==> src/rtl/arb_resp_router.sv <==
// arb_resp_router
//   Return-path companion to a round-robin arbiter. Every request issued downstream has its
//   one-hot grant recorded in an in-order tag FIFO. Each downstream response is then routed
//   back to the requester port that issued it. When every tag slot is occupied, stall_o is
//   raised so the arbiter cannot issue more requests than the FIFO can track.
//
// Ports
//   clk_i, reset_i             clock (posedge); asynchronous active-high reset
//   grant_i, issue_valid_i     one-hot grant, qualified by issue_valid_i (push a tag)
//   stall_o                    tag FIFO full
//   resp_valid_i/data_i/ready_o  downstream response handshake
//   port_valid_o/data_o/ready_i  one-hot routed response towards the requester ports
//   outstanding_o              tags currently held
//   error_o                    sticky: [0] push while full, [1] multi-hot grant pushed
//
// Configuration
//   ARB_RESP_ROUTER_STATS_EN   adds resp_count_o, a wrapping count of delivered responses

module arb_resp_router #(
    parameter int unsigned VECTOR_IN  = 8,
    parameter int unsigned DATA_WIDTH = 64,
    parameter int unsigned DEPTH      = 8
) (
    input  logic                       clk_i,
    input  logic                       reset_i,
    input  logic [VECTOR_IN-1:0]       grant_i,
    input  logic                       issue_valid_i,
    output logic                       stall_o,
    input  logic                       resp_valid_i,
    input  logic [DATA_WIDTH-1:0]      resp_data_i,
    output logic                       resp_ready_o,
    output logic [VECTOR_IN-1:0]       port_valid_o,
    output logic [DATA_WIDTH-1:0]      port_data_o,
    input  logic [VECTOR_IN-1:0]       port_ready_i,
    output logic [$clog2(DEPTH):0]     outstanding_o,
    output logic [1:0]                 error_o
`ifdef ARB_RESP_ROUTER_STATS_EN
    ,
    output logic [31:0]                resp_count_o
`endif
);

    localparam int unsigned PtrW = $clog2(DEPTH);
    localparam int unsigned CntW = PtrW + 1;

    logic [VECTOR_IN-1:0]  tags_q [DEPTH];
    logic [PtrW-1:0]       wr_ptr_q, wr_ptr_d;
    logic [PtrW-1:0]       rd_ptr_q, rd_ptr_d;
    logic [CntW-1:0]       count_q, count_d;
    logic [VECTOR_IN-1:0]  pv_q, pv_d;
    logic [DATA_WIDTH-1:0] pd_q, pd_d;
    logic [1:0]            err_q, err_d;

    logic                  full;
    logic                  push_req;
    logic                  push;
    logic                  pop;
    logic                  delivered;
    logic                  out_free;
    logic                  multi_hot;
    logic [VECTOR_IN-1:0]  grant_low;

    // Isolate the lowest set bit so a malformed grant still routes to exactly one port.
    assign grant_low = grant_i & (~grant_i + VECTOR_IN'(1));
    assign multi_hot = (grant_i & (grant_i - VECTOR_IN'(1))) != '0;

    assign full      = (count_q == CntW'(DEPTH));
    assign push_req  = issue_valid_i && (grant_i != '0);
    assign push      = push_req && !full;

    // Only the selected port's ready counts; ready on other ports is ignored.
    assign delivered = (pv_q & port_ready_i) != '0;
    assign out_free  = (pv_q == '0) || delivered;

    assign resp_ready_o = (count_q != '0) && out_free;
    assign pop          = resp_valid_i && resp_ready_o;

    always_comb begin
        wr_ptr_d = wr_ptr_q;
        rd_ptr_d = rd_ptr_q;
        pv_d     = pv_q;
        pd_d     = pd_q;
        err_d    = err_q;
        count_d  = count_q + CntW'(push) - CntW'(pop);

        if (push) begin
            wr_ptr_d = wr_ptr_q + PtrW'(1);
        end
        // Full is judged on the registered count, so a same-cycle pop does not rescue the push.
        if (push_req && full) begin
            err_d[0] = 1'b1;
        end
        if (push && multi_hot) begin
            err_d[1] = 1'b1;
        end

        if (pop) begin
            rd_ptr_d = rd_ptr_q + PtrW'(1);
            pv_d     = tags_q[rd_ptr_q];
            pd_d     = resp_data_i;
        end else if (delivered) begin
            pv_d     = '0;
        end
    end

    always_ff @(posedge clk_i or posedge reset_i) begin
        if (reset_i) begin
            for (int i = 0; i < int'(DEPTH); i++) begin
                tags_q[i] <= '0;
            end
            wr_ptr_q <= '0;
            rd_ptr_q <= '0;
            count_q  <= '0;
            pv_q     <= '0;
            pd_q     <= '0;
            err_q    <= '0;
        end else begin
            if (push) begin
                tags_q[wr_ptr_q] <= grant_low;
            end
            wr_ptr_q <= wr_ptr_d;
            rd_ptr_q <= rd_ptr_d;
            count_q  <= count_d;
            pv_q     <= pv_d;
            pd_q     <= pd_d;
            err_q    <= err_d;
        end
    end

    assign stall_o       = full;
    assign port_valid_o  = pv_q;
    assign port_data_o   = pd_q;
    assign outstanding_o = count_q;
    assign error_o       = err_q;

`ifdef ARB_RESP_ROUTER_STATS_EN
    logic [31:0] resp_count_q, resp_count_d;

    always_comb begin
        resp_count_d = resp_count_q;
        if (delivered) begin
            resp_count_d = resp_count_q + 32'd1;
        end
    end

    always_ff @(posedge clk_i or posedge reset_i) begin
        if (reset_i) begin
            resp_count_q <= '0;
        end else begin
            resp_count_q <= resp_count_d;
        end
    end

    assign resp_count_o = resp_count_q;
`endif

endmodule

==> config.mk <==
export PLATFORM = sky130hd
export DESIGN_NAME = arb_resp_router
export DESIGN_NICKNAME = d
export VERILOG_FILES = /design/src/rtl/arb_resp_router.sv
export SDC_FILE = /design/constraint.sdc
export NUM_CORES = 1
export LEC_CHECK = 0
export CAP_MARGIN = 40
export CORE_MARGIN = 3
export CORE_UTILIZATION = 49
export CTS_CLUSTER_DIAMETER = 30
export DETAILED_ROUTE_END_ITERATION = 6
export HOLD_SLACK_MARGIN = 0.1
export PLACE_DENSITY = 0.83
export SLEW_MARGIN = 40
export SYNTH_ARGS = -nofsm -noshare
export SYNTH_HDL_FRONTEND = slang
export SYNTH_SLANG_ARGS = --single-unit
==> constraint.sdc <==
create_clock -name clk_i -period 7.2 [get_ports clk_i]
set_input_delay 1.44 -clock clk_i [delete_from_list [all_inputs] [get_ports clk_i]]
set_output_delay 1.44 -clock clk_i [all_outputs]
set_load 0.05 [all_outputs]
## After elaboration in Yosys (flattened, before gate mapping)

Cells that the tools add are included.

- Register bits after elaboration: 148
- Output and inout port bits: 80
- Logic and storage cells: 54
- Input port bits: 84

- Equality and inequality tests: 1
- Add/subtract/negate cells: 6
- Reduce and logical (&&, ||, !) cells: 15
- $lt $le $gt $ge: 3
- Bitwise logic cells: 6
- Muxes and demuxes: 8

Operators with widths:

| kind | count |
|---|---|
| 64-bit bitwise mux | 1 |
| 8-bit 2-to-1 mux | 5 |
| 8-bit AND | 3 |
| 8-bit binary-select mux with 3-bit select | 1 |
| 8-bit demux with 3-bit select | 1 |
| 8-bit nonzero test | 3 |
| 8-bit by 1-bit adder with 8-bit output (second input constant) | 1 |
| 4-bit >= comparator (second input constant) | 2 |
| 8-bit zero test | 1 |
| 3-bit NOT with 4-bit output | 2 |
| 8-bit NOT | 1 |
| 8-bit by 1-bit subtractor with 8-bit output (second input constant) | 1 |
| 1-bit logical AND | 7 |
| 3-bit by 1-bit adder with 3-bit output (second input constant) | 2 |
| 4-bit by 1-bit adder with 4-bit output | 1 |
| 4-bit equality test (second input constant) | 1 |
| 4-bit by 1-bit < comparator with 1-bit output (second input constant) | 1 |
| 4-bit nonzero test | 1 |
| 4-bit by 1-bit subtractor with 4-bit output | 1 |
| 2-bit nonzero test | 1 |
| 1-bit zero test | 1 |
| 1-bit logical OR | 1 |

## Depth between registers and ports, before layout

Gate-level depths: netlist (run 1).

- Depth after elaboration: 6
- Depth in mapped cells: 13
- Depth with buffers taken out: 12

## Worst setup path after synthesis (run 1)

Ideal clock, no wire load.

- Path type: in2out
- Start: in port_ready_i[2]
- End: out resp_ready_o
- Path buffers: 1
- Data arrival time: 2772 ps
- Required time: 5760 ps
- Setup slack: 2988 ps
- Stages on the path: 4
- Path through: a22oi_1 and4_1 clkbuf_1 a22oi_1

- Word-level cells in the longest chain between the ends: 4

Ends and longest elaborated chain:

| item | RTL line | text |
|---|---|---|
| start, declared | 34 | `input logic [VECTOR_IN-1:0] port_ready_i,` |
| 8-bit AND | 72 | `assign delivered = (pv_q & port_ready_i) != '0;` |
| 8-bit nonzero test | 72 |  |
| 1-bit logical OR | 73 | `assign out_free = (pv_q == '0) \|\| delivered;` |
| 1-bit logical AND | 75 | `assign resp_ready_o = (count_q != '0) && out_free;` |
| end, declared | 31 | `output logic resp_ready_o,` |

Every way passes these cells.

## Worst setup path in the final report (run 1)

- Start: in port_ready_i[4]
- End: out resp_ready_o

The elaborated chain is that of the path after synthesis.

==> key figures, run 1 <==
Critical path
  – Worst setup EP type: primary output
  – RR Startpoint: port_valid_o[4]$_DFFE_PP0P_
  – Crit path required time: between 5 and 6 ns
  – Crit path launch: port_ready_i[4]
  – Critical path type: in2out
  – Critical Path Source Type: input port
  – CP Max Fanout: 11
  – Critical Path Slowest Stage Cell: clkdlybuf4s50_1
  – Reg-to-Reg End: outstanding_o[1]$_DFF_PP0_
  – Cell Chain, Critical Path: clkdlybuf4s50_1 -> a22oi_1 -> and4_1 -> a22oi_1 -> clkdlybuf4s50_1
  – R2R setup slack: ~4.4 ns
  – Slowest cell delay on critical path: 0.73 ns
  – FF-to-FF path depth: 10
  – Worst Path Arrival: 3.48 ns

STA
  – Final setup fails: 0
  – Fin crit period: 4.919 ns
  – Count of final hold-check violations: 0
  – Post-Route Skew: about 0.006 ns
  – Worst Tran Pin Value: around 0.75 ns
  – Max Freq: around 200 MHz
  – Final slew viol count: 0
  – Crit share post-route: 0.6832
  – Slew HR: 0.4978
  – Setup_tns: 0 ns
  – RSZ-0062 raised after global routing: no

Power
  – Leakage: roughly 3.8 nW
  – Peak VDD IR: 0.0002634 V
  – PwrDens: about 520 nW/um2
  – Tot Pwr: 4.572 mW

Die
  – Die area: between 10000 and 15000 um2
  – Die Y-Extent: between 100 and 150 um
  – Top Ports: roughly 160
  – # rows: 41
  – DIE WIDTH: ~120 um
  – Starting utilization of the core area: 0.5045
  – Core Area: roughly 13000 um2

Synthesis
  – Post-synth EDFFs: 0
  – Mapped Nets: between 500 and 600
  – Cell variety after synth: 41
  – Syn avg cell area: 15.50 um2
  – Mapped Cells: just over 400
  – Most numerous cell in the Yosys netlist: dfrtp_1
  – Synth area leader: dfrtp_1
  – Async SR Flop Fraction: 1.000
  – Mapped Area: roughly 6400 um2
  – Proportion of synthesized chip area in sequential cells: 0.5770
  – Synth area leaders: dfrtp_1 (58%), mux2_2 (24%), mux4_2 (5.6%)
  – Synth warn: 0
  – Share of Yosys cell area claimed by the top area cell type: 0.5770
  – Synth cell count leaders: dfrtp_1 (148), mux2_2 (138), mux4_2 (16)
  – #FFs+latches synth: ~150
  – Synth Flop Type: dfrtp_1

Hold path
  – Hold Path Origin: error_o[1]$_DFFE_PP0P_
  – Hold Path Stages: 1
  – Worst min path class: reg2reg
  – Worst Hold Endpoint: error_o[1]$_DFFE_PP0P_

Drt
  – TritonRoute pass-1 iters: 4
  – Vias per inst: 5.438
  – Routed len/inst: between 15 and 20 um
  – Initial DRC Count: 228
  – Aggregate routed wire length: 14870 um
  – Vias: 4138
  – Number of remaining DRC errors: 0
  – Antenna viol nets, final: 0

CTS
  – CTS tree: built
  – Post-cts sizing count: 0
  – CTS Buf Count: 17
  – Clock Root Buffer: clkbuf_16
  – Clock buffer depth: 2
  – CTS Sinks: roughly 150
  – Post-CTS setup buffers: 0
  – Cts-stage hold buffer count: 0
  – H-Tree Depth: 4
  – Clk Latency, worst-skew pair: approximately 0.42 ns
  – Clock transition at path regs: 0.06 ns

Place
  – DP Cell Count: between 700 and 800
  – Placed cell areas: 8243 um2
  – DP HPWL: between 10000 and 15000 um
  – PortBufs: between 150 and 200
  – Routability cong.: around 0.8

Finish
  – # nets final: between 600 and 700
  – Non-filler cells in the finished layout: about 760
  – Post-route cell area: roughly 8800 um2
  – Diode count: 0
  – Area growth, synth to finish: 37.66%
  – Final design utilization: 0.6945
  – Fill cell count: 876
  – Layout cells sized above 1: 0.3497

Global route
  – Largest net degree at the start of global routing: 101
  – GR Util All Layers: 0.2149
  – Initial antenna violation count: 0
  – Vias in the first global route: approximately 4.4k
  – Final global-route overflow total: 0
  – First-pass GRT wire length: 23940 um

Run
  – Max_cap viols: 0

Run status
  – Status: completed
## sequential cells by signal, indices dropped and copies added (netlist names)
register and flops:
port_valid_o 8, outstanding_o 4, wr_ptr_q 3, rd_ptr_q 3, error_o 2, tags_q 64, port_data_o 64
## per-stage QoR
step           setup WS, ns  hold slack (ns)
6_report              2.281           0.4667
5_1_grt               2.194           0.4907
4_1_cts               2.257           0.4698
3_5_place_dp          2.262           0.4570
3_3_place_gp          2.317           0.4392
2_1_floorplan         1.780           0.4738
## power breakdown
group | switching (mW) | internal (mW)
combinational | 1.30 | 0.975
sequential | 0.255 | 1.16
clock | 0.336 | 0.541
total | 1.89 | 2.68
## area by class of cell
type | instances | area [um2] | area share
Multi-Input combinational cell | 229 | 2595 | 0.2937
Clock buffer | 18 | 429.2 | 0.04857
Sequential cell | 148 | 3706 | 0.4194
Clock inverter | 14 | 162.7 | 0.01841
Timing Repair Buffer | 167 | 1672 | 0.1892
Tap cell | 172 | 215.2 | 0.02436
Inverter | 13 | 56.30 | 0.006372
## how the worst max path moves through the flow
stage | cells after the start | slack (ns) | to
detailed placement | 5 | 2.26 | resp_ready_o
global placement | 5 | 2.32 | resp_ready_o
CTS | 5 | 2.26 | resp_ready_o
global route | 5 | 2.19 | resp_ready_o
floorplan | 1 | 1.78 | error_o[0]$_DFFE_PP0P_
finish | 5 | 2.28 | resp_ready_o
## cells in the final DEF, fill, tap and decap left out, types with 4 or more instances in the layout
cell               n
mux4_2            16
nor2_1             6
clkinvlp_4         4
a22oi_1            5
mux2_2           138
clkdlybuf4s50_1  163
a22o_1             8
clkbuf_16         17
clkinv_2           5
inv_1             12
xnor2_1            4
dfrtp_1          146
ha_1               8
## worst max-delay path, delay by kind of cell
family | cells | cell delay, ns
buffers and inverters | 2 | 1.13
AOI/OAI and AO/OA | 2 | 0.39
and+or+nand+nor | 1 | 0.52
## metal layers
layer,track usage,part of all wire,vias to the layer above
met4,0.07507,0.016,0
met1,0.2753,0.41,2118
met2,0.3577,0.51,150
met3,0.05426,0.065,23
met5,0,0,-
li1,-,-,1847
## cells by family (layout without fill, tap and decap cells)
family,count (synthesis),after routing,synth area share
adder cells (fa/ha/maj),10,10,0.02027
buffers and inverters,37,212,0.02632
AO/OA/AOI/OAI,26,26,0.03587
flip-flops,148,148,0.5770
AND/OR/NAND/NOR,33,33,0.03411
XOR/XNOR,6,6,0.008187
multiplexers,154,154,0.2982
Power figures use the tool's default switching activity.
==> run 2: changes to the inputs <==
CORE_UTILIZATION = 44   (was 49)
PLACE_DENSITY = 0.79   (was 0.83)
clock period = 4 ns   (was 7.2 ns; I/O delays follow)
==> key figures, run 2 (synthesized netlist as in run 1, its figures left out) <==
Global route
  – First-pass GRT wire length: 24010 um (was 23940 um)
  – Largest net degree at the start of global routing: 75 (was 101)
  – Initial antenna violation count: 0 (unchanged)
  – Vias in the first global route: 4470 (was 4400)
  – Final global-route overflow total: 0 (unchanged)
  – GR Util All Layers: 0.1914 (was 0.2149)

Drt
  – Antenna viol nets, final: 0 (unchanged)
  – Vias per inst: 5.369 (was 5.438)
  – Initial DRC Count: 259 (was 228)
  – Number of remaining DRC errors: 0 (unchanged)
  – Aggregate routed wire length: 14950 um (was 14870 um)
  – TritonRoute pass-1 iters: 4 (unchanged)
  – Vias: 4172 (was 4138)
  – Routed len/inst: 19.24 um (was 19.54 um)

Finish
  – Multi-input gate area: 2562 um2 (was 2595 um2)
  – Non-filler cells in the finished layout: 777 (was 761)
  – Area growth, synth to finish: 39.14% (was 37.66%)
  – Final design utilization: 0.6336 (was 0.6945)
  – Fill cell count: 1008 (was 876)
  – Commonest non-fill, non-tap cell in the layout: clkdlybuf4s50_1 (unchanged)
  – Storage cell area: 3704 um2 (was 3706 um2)
  – Most frequent cells in the layout: clkdlybuf4s50_1 (163), dfrtp_1 (148), mux2_2 (138) (was clkdlybuf4s50_1 (163), dfrtp_1 (146), mux2_2 (138))
  – # nets final: 677 (was 669)
  – Diode count: 0 (unchanged)
  – Layout cells sized above 1: 0.3501 (was 0.3497)

Run status
  – Status: completed (unchanged)

CTS
  – Post-cts sizing count: 0 (unchanged)
  – CTS Sinks: 148 (unchanged)
  – Clock transition at path regs: 0.06 ns (about the same)
  – Clock Root Buffer: clkbuf_16 (unchanged)
  – Post-CTS setup buffers: 0 (unchanged)
  – CTS Buf Count: 17 (unchanged)
  – Clk Latency, worst-skew pair: 0.42 ns (about the same)
  – H-Tree Depth: 4 (unchanged)
  – Clock buffer depth: 2 (unchanged)
  – Cts-stage hold buffer count: 0 (unchanged)
  – CTS tree: built (unchanged)

Hold path
  – Worst min path class: reg2reg (unchanged)
  – Hold Path Origin: error_o[0]$_DFFE_PP0P_ (was error_o[1]$_DFFE_PP0P_)
  – Hold Path Stages: 1 (unchanged)
  – Worst Hold Endpoint: error_o[0]$_DFFE_PP0P_ (was error_o[1]$_DFFE_PP0P_)

Critical path
  – Reg-to-Reg End: outstanding_o[3]$_DFF_PP0_ (was outstanding_o[1]$_DFF_PP0_)
  – Worst Path Arrival: 2.81 ns (was 3.48 ns)
  – Worst setup EP type: primary output (unchanged)
  – Critical Path Source Type: input port (unchanged)
  – Critical path type: in2out (unchanged)
  – CP Max Fanout: 11 (unchanged)
  – R2R setup slack: 1.34 ns (was 4.44 ns)
  – RR Startpoint: outstanding_o[2]$_DFF_PP0_ (was port_valid_o[4]$_DFFE_PP0P_)
  – Crit path required time: 3.20 ns (was 5.76 ns)
  – FF-to-FF path depth: 12 (was 10)

STA
  – Setup_tns: 0 ns (unchanged)
  – Fin crit period: between 3 and 4 ns
  – Final setup fails: 0 (unchanged)
  – Final slew viol count: 0 (unchanged)
  – Count of final hold-check violations: 0 (unchanged)
  – Crit share post-route: 0.9030
  – Post-Route Skew: 0.009040 ns (was 0.005839 ns)
  – Max Freq: 276.8 MHz
  – Slew HR: 0.4489 (was 0.4978)
  – Worst Tran Pin Value: 0.8267 ns (was 0.7471 ns)
  – RSZ-0062 raised after global routing: no (unchanged)
  – Worst hold margin: 0.4588 ns (was 0.4667 ns)

Die
  – Top Ports: 164 (unchanged)
  – Core Area: 14100 um2 (was 12720 um2)
  – Die Y-Extent: 126.8 um (was 120.5 um)
  – Starting utilization of the core area: 0.4554 (was 0.5045)
  – DIE WIDTH: 126.8 um (was 120.5 um)
  – Die area: 16070 um2 (was 14510 um2)
  – # rows: 43 (was 41)

Run
  – Max_cap viols: 0 (unchanged)

Place
  – DP Cell Count: 745 (was 729)
  – PortBufs: 163 (unchanged)
  – DP HPWL: 10700 um (was 10410 um)
  – Routability cong.: 0.8021 (was 0.7830)

Power
  – PwrDens: 928.5 nW/um2 (was 517.4 nW/um2)
  – Peak VDD IR: 0.0003908 V (was 0.0002634 V)
  – Leakage: 3.882 nW (was 3.821 nW)
run 2: worst max-delay path by stage:
stage	startpoint	end	slack [ns]	depth (start not counted)
after floorplan	grant_i[1]	outstanding_o[2]$_DFF_PP0_	0.85	11
after global placement	grant_i[1]	outstanding_o[1]$_DFF_PP0_	0.28	11
after detailed placement	grant_i[1]	outstanding_o[3]$_DFF_PP0_	0.20	11
after CTS	port_ready_i[2]	resp_ready_o	0.37	5
after global routing	port_ready_i[4]	resp_ready_o	0.28	5
final	port_ready_i[2]	resp_ready_o	0.39	5
run 2: per-stage QoR:
step	total power, mW	cell area [um2]	worst slack, ns
floorplan	5.355	6422	0.8495
CTS	8.367	8922	0.3720
finish	8.293	8931	0.3878
global placement	6.555	8278	0.2811
detailed placement	6.696	8298	0.2036
global route	8.687	8931	0.2822
run 2: report_power, final:
group	leakage (nW)	total, mW	internal [mW]	switching (mW)
Combinational	1.73	4.15	1.75	2.40
Clock	0.301	1.66	1.02	0.638
Sequential	1.86	2.48	2.09	0.392
run 2: worst max-delay path: stages:
cell and delay [ns]:
clkdlybuf4s50_1 0.42, a22oi_1 0.17, and4_1 0.52, a22oi_1 0.16, clkdlybuf4s50_1 0.74
run 2: final cells by class:
type,instances,area share
Sequential cell,148,0.4147
Tap cell,180,0.02522
Timing Repair Buffer,175,0.1974
Clock buffer,19,0.05071
Clock inverter,13,0.01919
Multi-Input combinational cell,229,0.2869
Inverter,13,0.005884
run 2: routing by layer:
| metal | up-vias | global-route usage | wire length, um |
|---|---|---|---|
| li1 | 1869 | - | - |
| met1 | 2137 | 0.2384 | 6113 |
| met2 | 143 | 0.3275 | 7616 |
| met3 | 23 | 0.04421 | 937 |
| met4 | 0 | 0.06940 | 281 |
| met5 | - | 0 | 0 |
